## config.mk

```make
export PLATFORM = sky130hd
export DESIGN_NAME = banked_register_file
export DESIGN_NICKNAME = d
export VERILOG_FILES = /design/src/rtl/rf_pkg.sv /design/src/rtl/rf_addr_decode.sv /design/src/rtl/banked_register_file.sv
export SDC_FILE = /design/constraint.sdc
export NUM_CORES = 2
export LEC_CHECK = 0
export ABC_AREA = 1
export CAP_MARGIN = 15
export CORE_ASPECT_RATIO = 0.75
export CORE_MARGIN = 5
export CORE_UTILIZATION = 30
export CTS_CLUSTER_SIZE = 24
export DETAILED_ROUTE_END_ITERATION = 10
export GPL_TIMING_DRIVEN = 0
export PLACE_DENSITY = 0.54
export SLEW_MARGIN = 25
export SYNTH_ARGS = -nofsm -noshare
export SYNTH_HDL_FRONTEND = slang
export SYNTH_SLANG_ARGS = --single-unit
```

## constraint.sdc

```tcl
create_clock -name clk -period 19.5 [get_ports clk]
set_input_delay 3.9 -clock clk [delete_from_list [all_inputs] [get_ports clk]]
set_output_delay 3.9 -clock clk [all_outputs]
set_load 0.005 [all_outputs]
```

## src/rtl/rf_pkg.sv

```systemverilog
// rtl/rf_pkg.sv - shared types, SFR decode table and helpers for banked_register_file
//
// Purpose: SFR slot numbering, address/mask table, FSM state type and a
// clog2 helper used for parameter-derived widths.
// Ports: none (package).

package rf_pkg;

  typedef enum logic [1:0] {
    SCRUB = 2'd0,
    IDLE  = 2'd1,
    DBG   = 2'd2
  } rf_state_e;

  localparam int SFR_SLOTS  = 8;
  localparam int SFR_PCL    = 0;
  localparam int SFR_STATUS = 1;
  localparam int SFR_FSR    = 2;
  localparam int SFR_PCLATH = 3;
  localparam int SFR_INTCON = 4;
  localparam int SFR_PIR1   = 5;
  localparam int SFR_PIE1   = 6;
  localparam int SFR_PCON   = 7;

  // Table entries are wider than any practical ADDR_W and are sliced down at
  // the point of use. A mask of 0x7F drops the bank bits, so the register is
  // mirrored into every bank; an all-ones mask pins it to one bank.
  localparam logic [15:0] SFR_ADDR [SFR_SLOTS] = '{
    16'h0002, 16'h0003, 16'h0004, 16'h000A,
    16'h000B, 16'h000C, 16'h008C, 16'h008E
  };
  localparam logic [15:0] SFR_MASK [SFR_SLOTS] = '{
    16'h007F, 16'h007F, 16'h007F, 16'h007F,
    16'h007F, 16'hFFFF, 16'hFFFF, 16'hFFFF
  };

  function automatic int clog2(input int value);
    int result;
    result = 0;
    while ((1 << result) < value) result++;
    return result;
  endfunction

endpackage

```

## src/rtl/rf_addr_decode.sv

```systemverilog
// rtl/rf_addr_decode.sv - combinational address decoder for banked_register_file
//
// Purpose: maps an effective address onto exactly one of: an SFR slot
// (first table match wins), a banked GPR word, a shared GPR word, or the
// external peripheral bus.
// Ports:
//   a          in   ADDR_W    effective address {bank, offset[6:0]}
//   sfr_hit    out  NUM_SFR   one-hot SFR slot match
//   gpr_hit    out  1         address maps into the GPR array
//   gpr_index  out  IDX_W     word index into the GPR array
//   ext_hit    out  1         address is unmapped, goes to peripherals

module rf_addr_decode
  import rf_pkg::*;
#(
  parameter int         NUM_BANKS    = 4,
  parameter logic [6:0] GPR_START    = 7'h20,
  parameter int         GPR_LEN      = 80,
  parameter logic [6:0] SHARED_START = 7'h70,
  parameter int         SHARED_LEN   = 16,
  parameter int         NUM_SFR      = 8,
  parameter int         ADDR_W       = 7 + clog2(NUM_BANKS),
  parameter int         IDX_W        = clog2(NUM_BANKS * GPR_LEN + SHARED_LEN)
) (
  input  logic [ADDR_W-1:0]  a,
  output logic [NUM_SFR-1:0] sfr_hit,
  output logic               gpr_hit,
  output logic [IDX_W-1:0]   gpr_index,
  output logic               ext_hit
);

  logic found;
  int   off;
  int   bank;

  always_comb begin
    sfr_hit   = '0;
    gpr_hit   = 1'b0;
    gpr_index = '0;
    ext_hit   = 1'b0;
    found     = 1'b0;
    off       = int'(a[6:0]);
    bank      = int'(a[ADDR_W-1:7]);

    for (int i = 0; i < NUM_SFR; i++) begin
      if (!found &&
          ((a & SFR_MASK[i][ADDR_W-1:0]) ==
           (SFR_ADDR[i][ADDR_W-1:0] & SFR_MASK[i][ADDR_W-1:0]))) begin
        sfr_hit[i] = 1'b1;
        found      = 1'b1;
      end
    end

    if (!found) begin
      if (off >= int'(GPR_START) && off < int'(GPR_START) + GPR_LEN) begin
        gpr_hit   = 1'b1;
        gpr_index = IDX_W'(bank * GPR_LEN + off - int'(GPR_START));
      end else if (off >= int'(SHARED_START) &&
                   off < int'(SHARED_START) + SHARED_LEN) begin
        // Shared words live after all banked words; bank bits are ignored.
        gpr_hit   = 1'b1;
        gpr_index = IDX_W'(NUM_BANKS * GPR_LEN + off - int'(SHARED_START));
      end else begin
        ext_hit = 1'b1;
      end
    end
  end

endmodule

```

## src/rtl/banked_register_file.sv

```systemverilog
// rtl/banked_register_file.sv - banked PIC16-class data memory with scrub and debug port
//
// Purpose: N-bank GPR RAM plus shared window, table-driven SFR strobes,
// post-reset RAM scrub and a req/ack debug access port.
// Ports:
//   clk, rst                  clock, synchronous active-high reset
//   addr, wr_en, data_in      core access (addr registered into addr_q)
//   data_out                  read data for the effective address
//   sfr_wr_en, sfr_rd_data    SFR owner write strobes / current values
//   extern_en, extern_rd_data peripheral bus select / read data
//   core_hold                 core stalled, debug may own the file
//   dbg_req, dbg_we, dbg_addr, dbg_wdata, dbg_ack, dbg_rdata  debug port
//   busy                      scrub in progress

module banked_register_file
  import rf_pkg::*;
#(
  parameter int         NUM_BANKS    = 4,
  parameter int         DATA_W       = 8,
  parameter logic [6:0] GPR_START    = 7'h20,
  parameter int         GPR_LEN      = 80,
  parameter logic [6:0] SHARED_START = 7'h70,
  parameter int         SHARED_LEN   = 16,
  parameter int         NUM_SFR      = 8,
  localparam int        ADDR_W       = 7 + clog2(NUM_BANKS)
) (
  input  logic                      clk,
  input  logic                      rst,
  input  logic [ADDR_W-1:0]         addr,
  input  logic                      wr_en,
  input  logic [DATA_W-1:0]         data_in,
  output logic [DATA_W-1:0]         data_out,
  output logic [NUM_SFR-1:0]        sfr_wr_en,
  input  logic [NUM_SFR*DATA_W-1:0] sfr_rd_data,
  output logic                      extern_en,
  input  logic [DATA_W-1:0]         extern_rd_data,
  input  logic                      core_hold,
  input  logic                      dbg_req,
  input  logic                      dbg_we,
  input  logic [ADDR_W-1:0]         dbg_addr,
  input  logic [DATA_W-1:0]         dbg_wdata,
  output logic                      dbg_ack,
  output logic [DATA_W-1:0]         dbg_rdata,
  output logic                      busy
);

  localparam int DEPTH = NUM_BANKS * GPR_LEN + SHARED_LEN;
  localparam int IDX_W = clog2(DEPTH);

  rf_state_e         state_q, state_d;
  logic [ADDR_W-1:0] addr_q;
  logic [IDX_W-1:0]  scrub_cnt;

  logic [ADDR_W-1:0]  eff_addr;
  logic [NUM_SFR-1:0] dec_sfr;
  logic               dec_gpr;
  logic [IDX_W-1:0]   dec_idx;
  logic               dec_ext;

  logic [DATA_W-1:0] mem [DEPTH];
  logic [DATA_W-1:0] rd_val;
  logic              access_we;
  logic              mem_we;
  logic [IDX_W-1:0]  mem_idx;
  logic [DATA_W-1:0] mem_wdata;

  // The debug port takes over the decoder for its single DBG cycle.
  assign eff_addr = (state_q == DBG) ? dbg_addr : addr_q;

  rf_addr_decode #(
    .NUM_BANKS    (NUM_BANKS),
    .GPR_START    (GPR_START),
    .GPR_LEN      (GPR_LEN),
    .SHARED_START (SHARED_START),
    .SHARED_LEN   (SHARED_LEN),
    .NUM_SFR      (NUM_SFR),
    .ADDR_W       (ADDR_W),
    .IDX_W        (IDX_W)
  ) u_decode (
    .a         (eff_addr),
    .sfr_hit   (dec_sfr),
    .gpr_hit   (dec_gpr),
    .gpr_index (dec_idx),
    .ext_hit   (dec_ext)
  );

  always_comb begin
    rd_val = '0;
    if (dec_gpr) begin
      rd_val = mem[dec_idx];
    end else if (dec_ext) begin
      rd_val = extern_rd_data;
    end else begin
      for (int i = 0; i < NUM_SFR; i++) begin
        if (dec_sfr[i]) rd_val = sfr_rd_data[i*DATA_W +: DATA_W];
      end
    end
  end

  always_comb begin
    state_d   = state_q;
    access_we = 1'b0;
    mem_we    = 1'b0;
    mem_idx   = dec_idx;
    mem_wdata = data_in;
    sfr_wr_en = '0;
    extern_en = 1'b0;
    data_out  = '0;
    busy      = 1'b0;

    case (state_q)
      SCRUB: begin
        busy      = 1'b1;
        mem_we    = 1'b1;
        mem_idx   = scrub_cnt;
        mem_wdata = '0;
        if (scrub_cnt == IDX_W'(DEPTH - 1)) state_d = IDLE;
      end
      IDLE: begin
        access_we = wr_en;
        if (dbg_req && core_hold) state_d = DBG;
      end
      DBG: begin
        access_we = dbg_we;
        mem_wdata = dbg_wdata;
        state_d   = IDLE;
      end
      default: state_d = SCRUB;
    endcase

    if (state_q != SCRUB) begin
      mem_we    = access_we && dec_gpr;
      sfr_wr_en = access_we ? dec_sfr : '0;
      extern_en = dec_ext;
      data_out  = rd_val;
    end

    // Nothing lands in the RAM while reset is held.
    if (rst) mem_we = 1'b0;
  end

  always_ff @(posedge clk) begin
    if (rst) begin
      state_q   <= SCRUB;
      addr_q    <= '0;
      scrub_cnt <= '0;
      dbg_ack   <= 1'b0;
      dbg_rdata <= '0;
    end else begin
      state_q <= state_d;
      addr_q  <= addr;
      dbg_ack <= (state_q == DBG);
      if (state_q == SCRUB) scrub_cnt <= scrub_cnt + IDX_W'(1);
      // Captured before the write lands, so a debug write returns old data.
      if (state_q == DBG) dbg_rdata <= rd_val;
    end
  end

  always_ff @(posedge clk) begin
    if (mem_we) mem[mem_idx] <= mem_wdata;
  end

endmodule

```

# Word level (Yosys, flattened, before mapping)
# Memory sizes are Yosys's and may differ from the RTL's.
# Index checks and enable logic that the tools add are counted.
dict set report classes {
  n_addsub 5
  n_mul 1
  n_lt_le_gt_ge 3
  n_eq_ne 13
  muxes 50
  reduce_logical 20
}
# operator count
set ops {}
lappend ops {{$mux W8} 13}
lappend ops {{$mux W9} 5}
lappend ops {{$mux W1} 27}
lappend ops {{$eq A9 B8 Y1 const B} 2}
lappend ops {{$pmux W8 S2} 1}
lappend ops {{$eq A7 B2 Y1 const B} 2}
lappend ops {{$eq A7 B4 Y1 const B} 2}
lappend ops {{$logic_and A1 B1 Y1} 10}
lappend ops {{$add A9 B1 Y9 const B} 1}
lappend ops {{$add A9 B7 Y9 const A} 1}
lappend ops {{$add A9 B8 Y9} 1}
lappend ops {{$eq A9 B4 Y1 const B} 1}
lappend ops {{$eq A9 B9 Y1 const B} 1}
lappend ops {{$sub A9 B7 Y9 const B} 1}
lappend ops {{$sub A9 B8 Y9 const B} 1}
lappend ops {{$eq A7 B3 Y1 const B} 1}
lappend ops {{$ge A7 B6 Y1 const B} 1}
lappend ops {{$ge A7 B7 Y1 const B} 1}
lappend ops {{$logic_not A1 Y1} 7}
lappend ops {{$lt A7 B7 Y1 const B} 1}
lappend ops {{$pmux W2 S3} 1}
lappend ops {{$mul A2 B3 Y5 const B} 1}
lappend ops {{$mux W2} 2}
lappend ops {{$ne A2 B2 Y1 const B} 2}
lappend ops {{other kinds (6)} 6}
dict set report totals {
  ff_bits 29
  mem_bits_rw 2688
  in_bits 112
  output_inout_bits 27
  elab_cells 98
  n_memories 1
}
# name depth word_bits rd rd_clocked_by_memory_dff wr line_no
set mem_list {}
lappend mem_list {mem 336 8 1 0 1 banked_register_file.sv:60} ;# logic [DATA_W-1:0] mem [DEPTH];

# Longest topological paths before layout
dict set report logic_depth {
  ltp_word 31
  depth_mapped 32
  depth_no_buf 29
}

# Modules after synthesis
# From an unflattened synthesis, not the netlist that was laid out.
dict set report hier_totals {
  cells_unflattened 9531
  hier_area_um2 112675.6
}
# mod n_inst cells_per_inst area_each_um2 seq_area_each_um2
set modules_own_cells {}
lappend modules_own_cells {banked_register_file 1 9427 112072.5 81298.0}
lappend modules_own_cells {rf_addr_decode 1 104 603.1 0.0}

# Least setup slack after synthesis
# No wires, ideal clock.
dict set report synth_path {
  kind {input -> output}
  startpoint {in dbg_addr[7]}
  endpoint {out data_out[3]}
  t_arrival_ps 6699
  required_ps 15600
  slack_ps 8901
  stages 23
  path_buffers 3
  path_cell_list {or2_2 o21ai_0 inv_1 ha_1 nor3b_1 nand2_1 nand3_1 nor2_1 buf_4 nand2_4 inv_2 buf_2 clkbuf_1 o21ai_0 o211ai_1 nand3_1 nand3_1 nand3_1 nand3_1 nand3_1 nand2_1 nand2_1 a21oi_1}
}
dict set report synth_between {
  elab_chain_len 14
  word_cells_on_any_way 29
  cone_classes {add/sub (2); mul (1); eq/ne (3); mux (17); reduce/logical (5); memory (1)}
}
# element line_no
set synth_rtl {}
lappend synth_rtl {{start, declared} banked_register_file.sv:40} ;# input logic [ADDR_W-1:0] dbg_addr,
lappend synth_rtl {{$mux W9 *} banked_register_file.sv:68} ;# assign eff_addr = (state_q == DBG) ? dbg_addr : addr_q;
lappend synth_rtl {{branches (longest 11 deep; another with $add A9 B8 Y9)} --}
lappend synth_rtl {{$mux W8 *} banked_register_file.sv:89} ;# if (dec_gpr) begin
lappend synth_rtl {{$mux W8 *} banked_register_file.sv:131} ;# if (state_q != SCRUB) begin
lappend synth_rtl {{end, declared} banked_register_file.sv:32} ;# output logic [DATA_W-1:0] data_out,
# Every way passes the cells marked *.

# Worst setup path in the final report
dict set report layout_path {
  startpoint {in dbg_addr[0]}
  endpoint {out data_out[2]}
}
dict set report layout_between {
  elab_chain_len 28
  word_cells_on_any_way 67
  cone_classes {add/sub (4); order compare (3); eq/ne (8); mux (36); reduce/logical (15); memory (1)}
}
# element line_no
set layout_rtl {}
lappend layout_rtl {{$mux W9 *} banked_register_file.sv:68}
lappend layout_rtl {{$eq A7 B2 Y1} rf_addr_decode.sv:47} ;# ((a & SFR_MASK[i][ADDR_W-1:0]) ==
lappend layout_rtl {{$mux W1} rf_addr_decode.sv:46} ;# if (!found &&
lappend layout_rtl {{$logic_not A1 Y1} rf_addr_decode.sv:46}
lappend layout_rtl {{$logic_and A1 B1 Y1} rf_addr_decode.sv:46}
lappend layout_rtl {{$mux W1} rf_addr_decode.sv:46}
lappend layout_rtl {{$logic_not A1 Y1} rf_addr_decode.sv:46}
lappend layout_rtl {{$logic_and A1 B1 Y1} rf_addr_decode.sv:46}
lappend layout_rtl {{(+12 left out)} --}
lappend layout_rtl {{$mux W1} rf_addr_decode.sv:46}
lappend layout_rtl {{$logic_not A1 Y1} rf_addr_decode.sv:46}
lappend layout_rtl {{$logic_and A1 B1 Y1} rf_addr_decode.sv:46}
lappend layout_rtl {{$mux W1} rf_addr_decode.sv:46}
lappend layout_rtl {{$mux W9, or another cell as far along} rf_addr_decode.sv:54} ;# if (!found) begin
lappend layout_rtl {{$mem_v2 Z336 W8 or $mux W8 (tied branches)} --}
lappend layout_rtl {{$mux W8 *} banked_register_file.sv:89}
lappend layout_rtl {{$mux W8 *} banked_register_file.sv:131}
# Mark *: on every way between the ends. The rest lies on a longest branch, timed or not.

==> impl_metrics.csv <==
group,metric,value,unit
run_status,outcome,"finished clean",
global_route,grt_use_met2,34.3,%
sta,post-route-min-period,16.38,ns
yosys,synth-edff-count,2688,
sta,worst_slack,3.12,ns
worst_setup_path,critPathArrivalTime,12.48,ns
drt,dr.pass1.iters,10,
drt,route.detailed.drc,0,
sta,max_slew_margin,16.0,%
sta,holdWs,0.520,ns
clock_network,cts_buffer_depth,4,
yosys,seq_area_frac_synth,71.1,%
worst_setup_path,r2r-end,"mem[39][7]",
yosys,async_reset_ff_share,0,%
worst_setup_path,r2r_setup_slack,10.30,ns
global_route,grt_pass1_vias,77600,
min_path,min_to,"scrub_cnt[0]",
worst_setup_path,path_class,"input pin to output pin",
clock_network,cts_hold_buf,0,
drt,drt_wl_total,556000,um
global_route,global_route.usage.met3,13.6,%
clock_network,cts_buffers,275,
yosys,synth_cell_types,46,
clock_network,postCtsResizedCells,0,
min_path,min_path_cells,2,
drt,drt-initial-drc-count,18600,
placed_design,port_buffers,138,
clock_network,clock-root-buffer,"clkbuf_16",
global_route,antenna_found_initial,67,
yosys,ys_ff_latch,2717,
global_route,grt_start_max_net_pins,67,
global_route,met1_usage,38.4,%
global_route,grt_pass1_wl,720000,um
placed_design,dp_cells,15000,
die,io_pins,139,
drt,wl_per_cell,35.7,um
clock_network,cts_htree_levels,5,
yosys,syn-cell-area,0.114,mm^2
clock_network,path_clk_slew,0.07,ns
finish,drive_gt1_share,12.8,%
yosys,ys_top_cells_by_area,"edfxtp_1, nand3_1, nor2_1",
power_and_ir_drop,vdd_drop_max,0.117,mV
worst_setup_path,path_buf_inv,6,
die,die_h,544,um
worst_setup_path,crit_top_cell,"nand3_1",
power_and_ir_drop,p_per_area,150,mW/mm^2
worst_setup_path,required,15.60,ns
die,die_area,0.393,mm^2
die,core_area,0.380,mm^2
placed_design,dp_hpwl,403000,um
sta,grt_setup_unrepaired,"false",
yosys,syn_inst,9734,
sta,max_freq,61.1,MHz
placed_design,gp_congestion,1.03,
finish,nets,10400,
clock_network,tritoncts,"yes",
die,start_util,30.1,%
yosys,synth_top_area_cell,"edfxtp_1",
yosys,synth.avg_cell_area,11.7,um^2
run,maxCapViolCount,0,
finish,final_core_util,35.3,%
worst_setup_path,cpPeakStageDelay,0.74,ns
worst_setup_path,cp_cell_sequence,"clkdlybuf4s50_1, nand2_1, nand2_2, nor2_1, nand3_1, nand2_1, inv_2, a21oi_4, nand2_2, inv_2, clkbuf_1, clkbuf_2, o21ai_0, nand3_1, nand3_1, nand3_1, nand3_1, nand3_1, nand3_1, nand3_1, nand2_1, a21oi_1, clkdlybuf4s50_1",
yosys,yosys_warnings,0,
min_path,hp-start,"scrub_cnt[0]",
min_path,hold_path.class,"flop to flop",
yosys,synthesis.nets,9864,
worst_setup_path,reg2reg_depth,23,
finish,area_delta_synth_final,17.3,%
sta,finalHoldViolCount,0,
drt,vias,89600,
yosys,yosysTopAreaCellShare,70.6,%
worst_setup_path,cp_max_fo,10,
sta,max_slew.worst_pin.slew,1.26,ns
global_route,busiest_layer,"met1",
worst_setup_path,crit_family,"simple AND/OR/NAND/NOR gates",
die,fp.dieW,723,um
power_and_ir_drop,leakagePower,46.7,nW
global_route,grt-ovfl-total,0,
die,rows,196,
clock_network,insertion_delay,0.92,ns
placed_design,post-place-ws,3.76,ns
worst_setup_path,rr_startpoint,"state_q[0]",
sta,fin_skew,0.0531,ns
drt,vias_per_cell,5.76,
sta,fin_crit_sh,84.0,%
finish,stdcell_count,15600,
worst_setup_path,cpMaxStageDelayCell,"clkbuf_1",
sta,maxSlewViolCount,0,
yosys,synth_flop_cell,"edfxtp_1",
sta,tns,0,ns
worst_setup_path,worstSetupEndpointType,"output pin",
clock_network,post_cts_buffers,0,
global_route,track_usage,27.1,%
clock_network,cts_sinks,2717,
worst_setup_path,start_kind,"input pin",
drt,ant_nets,0,
sta,setup_viol,0,
[state kept, by name (all words and copies together), names as in the netlist]
name	cells
addr_q	9
dbg_ack	1
dbg_rdata	8
mem	2688
scrub_cnt	9
state_q	2
[cell type report]
cell class | count | area [um^2]
antenna | 46 | 115
buffer | 681 | 3170
clock buffer | 349 | 7390
clock inverter | 127 | 1200
fill | 37300 | 246000
inverter | 576 | 2160
multi-input combinational | 5760 | 28400
sequential | 2717 | 81300
tap | 5049 | 6320
timing repair buffer | 266 | 4000
[routing by layer]
layer  part of all wire (%)  wire, um
met4                    4.8     26700
met5                  0.097       537
met3                     18    101000
met2                     37    206000
met1                     40    222000
[kinds of logic (layout without fill, tap and decap cells)]
group / count (synthesis) / in the layout / share of synthesized area (%)
buffers and inverters: 1257 / 1999 / 4.50
flip-flops: 2717 / 2717 / 71.1
AO/OA/AOI/OAI: 1046 / 1046 / 5.66
XOR/XNOR: 1 / 1 / 0.00767
AND/OR/NAND/NOR: 4695 / 4695 / 18.5
other: 0 / 46 / 0
adder cells (fa/ha/maj): 18 / 18 / 0.204
[worst max-delay path by stage]
stage / startpoint / end / slack [ns] / cells after the start
floorplan: dbg_addr[7] / data_out[3] / 8.90 / 23
global placement: data_in[4] / mem[175][4] / 2.39 / 2
detailed placement: dbg_addr[0] / data_out[2] / 3.76 / 23
CTS: dbg_addr[0] / data_out[2] / 3.73 / 23
global route: dbg_addr[0] / data_out[2] / 3.40 / 23
finish: dbg_addr[0] / data_out[2] / 3.12 / 23
[synthesized netlist by cell type, types with 4 or more instances]
| cell type | number |
|---|---|
| a21oi_1 | 52 |
| a22o_1 | 8 |
| buf_1 | 56 |
| buf_2 | 304 |
| buf_4 | 9 |
| clkbuf_1 | 310 |
| clkinv_1 | 5 |
| dfxtp_1 | 29 |
| edfxtp_1 | 2688 |
| ha_1 | 17 |
| inv_1 | 557 |
| inv_2 | 14 |
| nand2_1 | 1191 |
| nand2_2 | 4 |
| nand3_1 | 1633 |
| nand3b_1 | 244 |
| nand4_1 | 16 |
| nor2_1 | 1422 |
| nor2_2 | 6 |
| nor3_1 | 14 |
| o211ai_1 | 385 |
| o21ai_0 | 477 |
| o21ai_1 | 7 |
| o22ai_1 | 76 |
| o311ai_0 | 19 |
| o311ai_1 | 5 |
| o31ai_1 | 6 |
| or2_2 | 152 |
[stage by stage]
stage	instance area [um^2]	power [mW]
detailed placement	125000	14.2
global placement	122000	14.3
finish	134000	20.1
CTS	134000	19.4
floorplan	114000	10.3
global route	134000	20.2
[layout by cell type (no fill, tap or decap), types with 246 or more instances in the layout]
cell type	n
edfxtp_1	2688
nand3_1	1633
nor2_1	1234
nand2_1	1190
inv_1	557
o21ai_0	475
o211ai_1	385
buf_2	326
clkbuf_16	284
clkbuf_1	246
[worst min-delay path: stages (launching register included)]
cell and delay, ns:
dfxtp_1 0.34, nand2_1 0.07, a21oi_1 0.06
[power breakdown]
| part | total, mW | internal, mW | switching (mW) |
|---|---|---|---|
| sequential | 7.00 | 6.98 | 0.0233 |
| clock | 5.39 | 2.96 | 2.43 |
| combinational | 7.67 | 1.51 | 6.16 |
(Power assumes the default switching activity.)
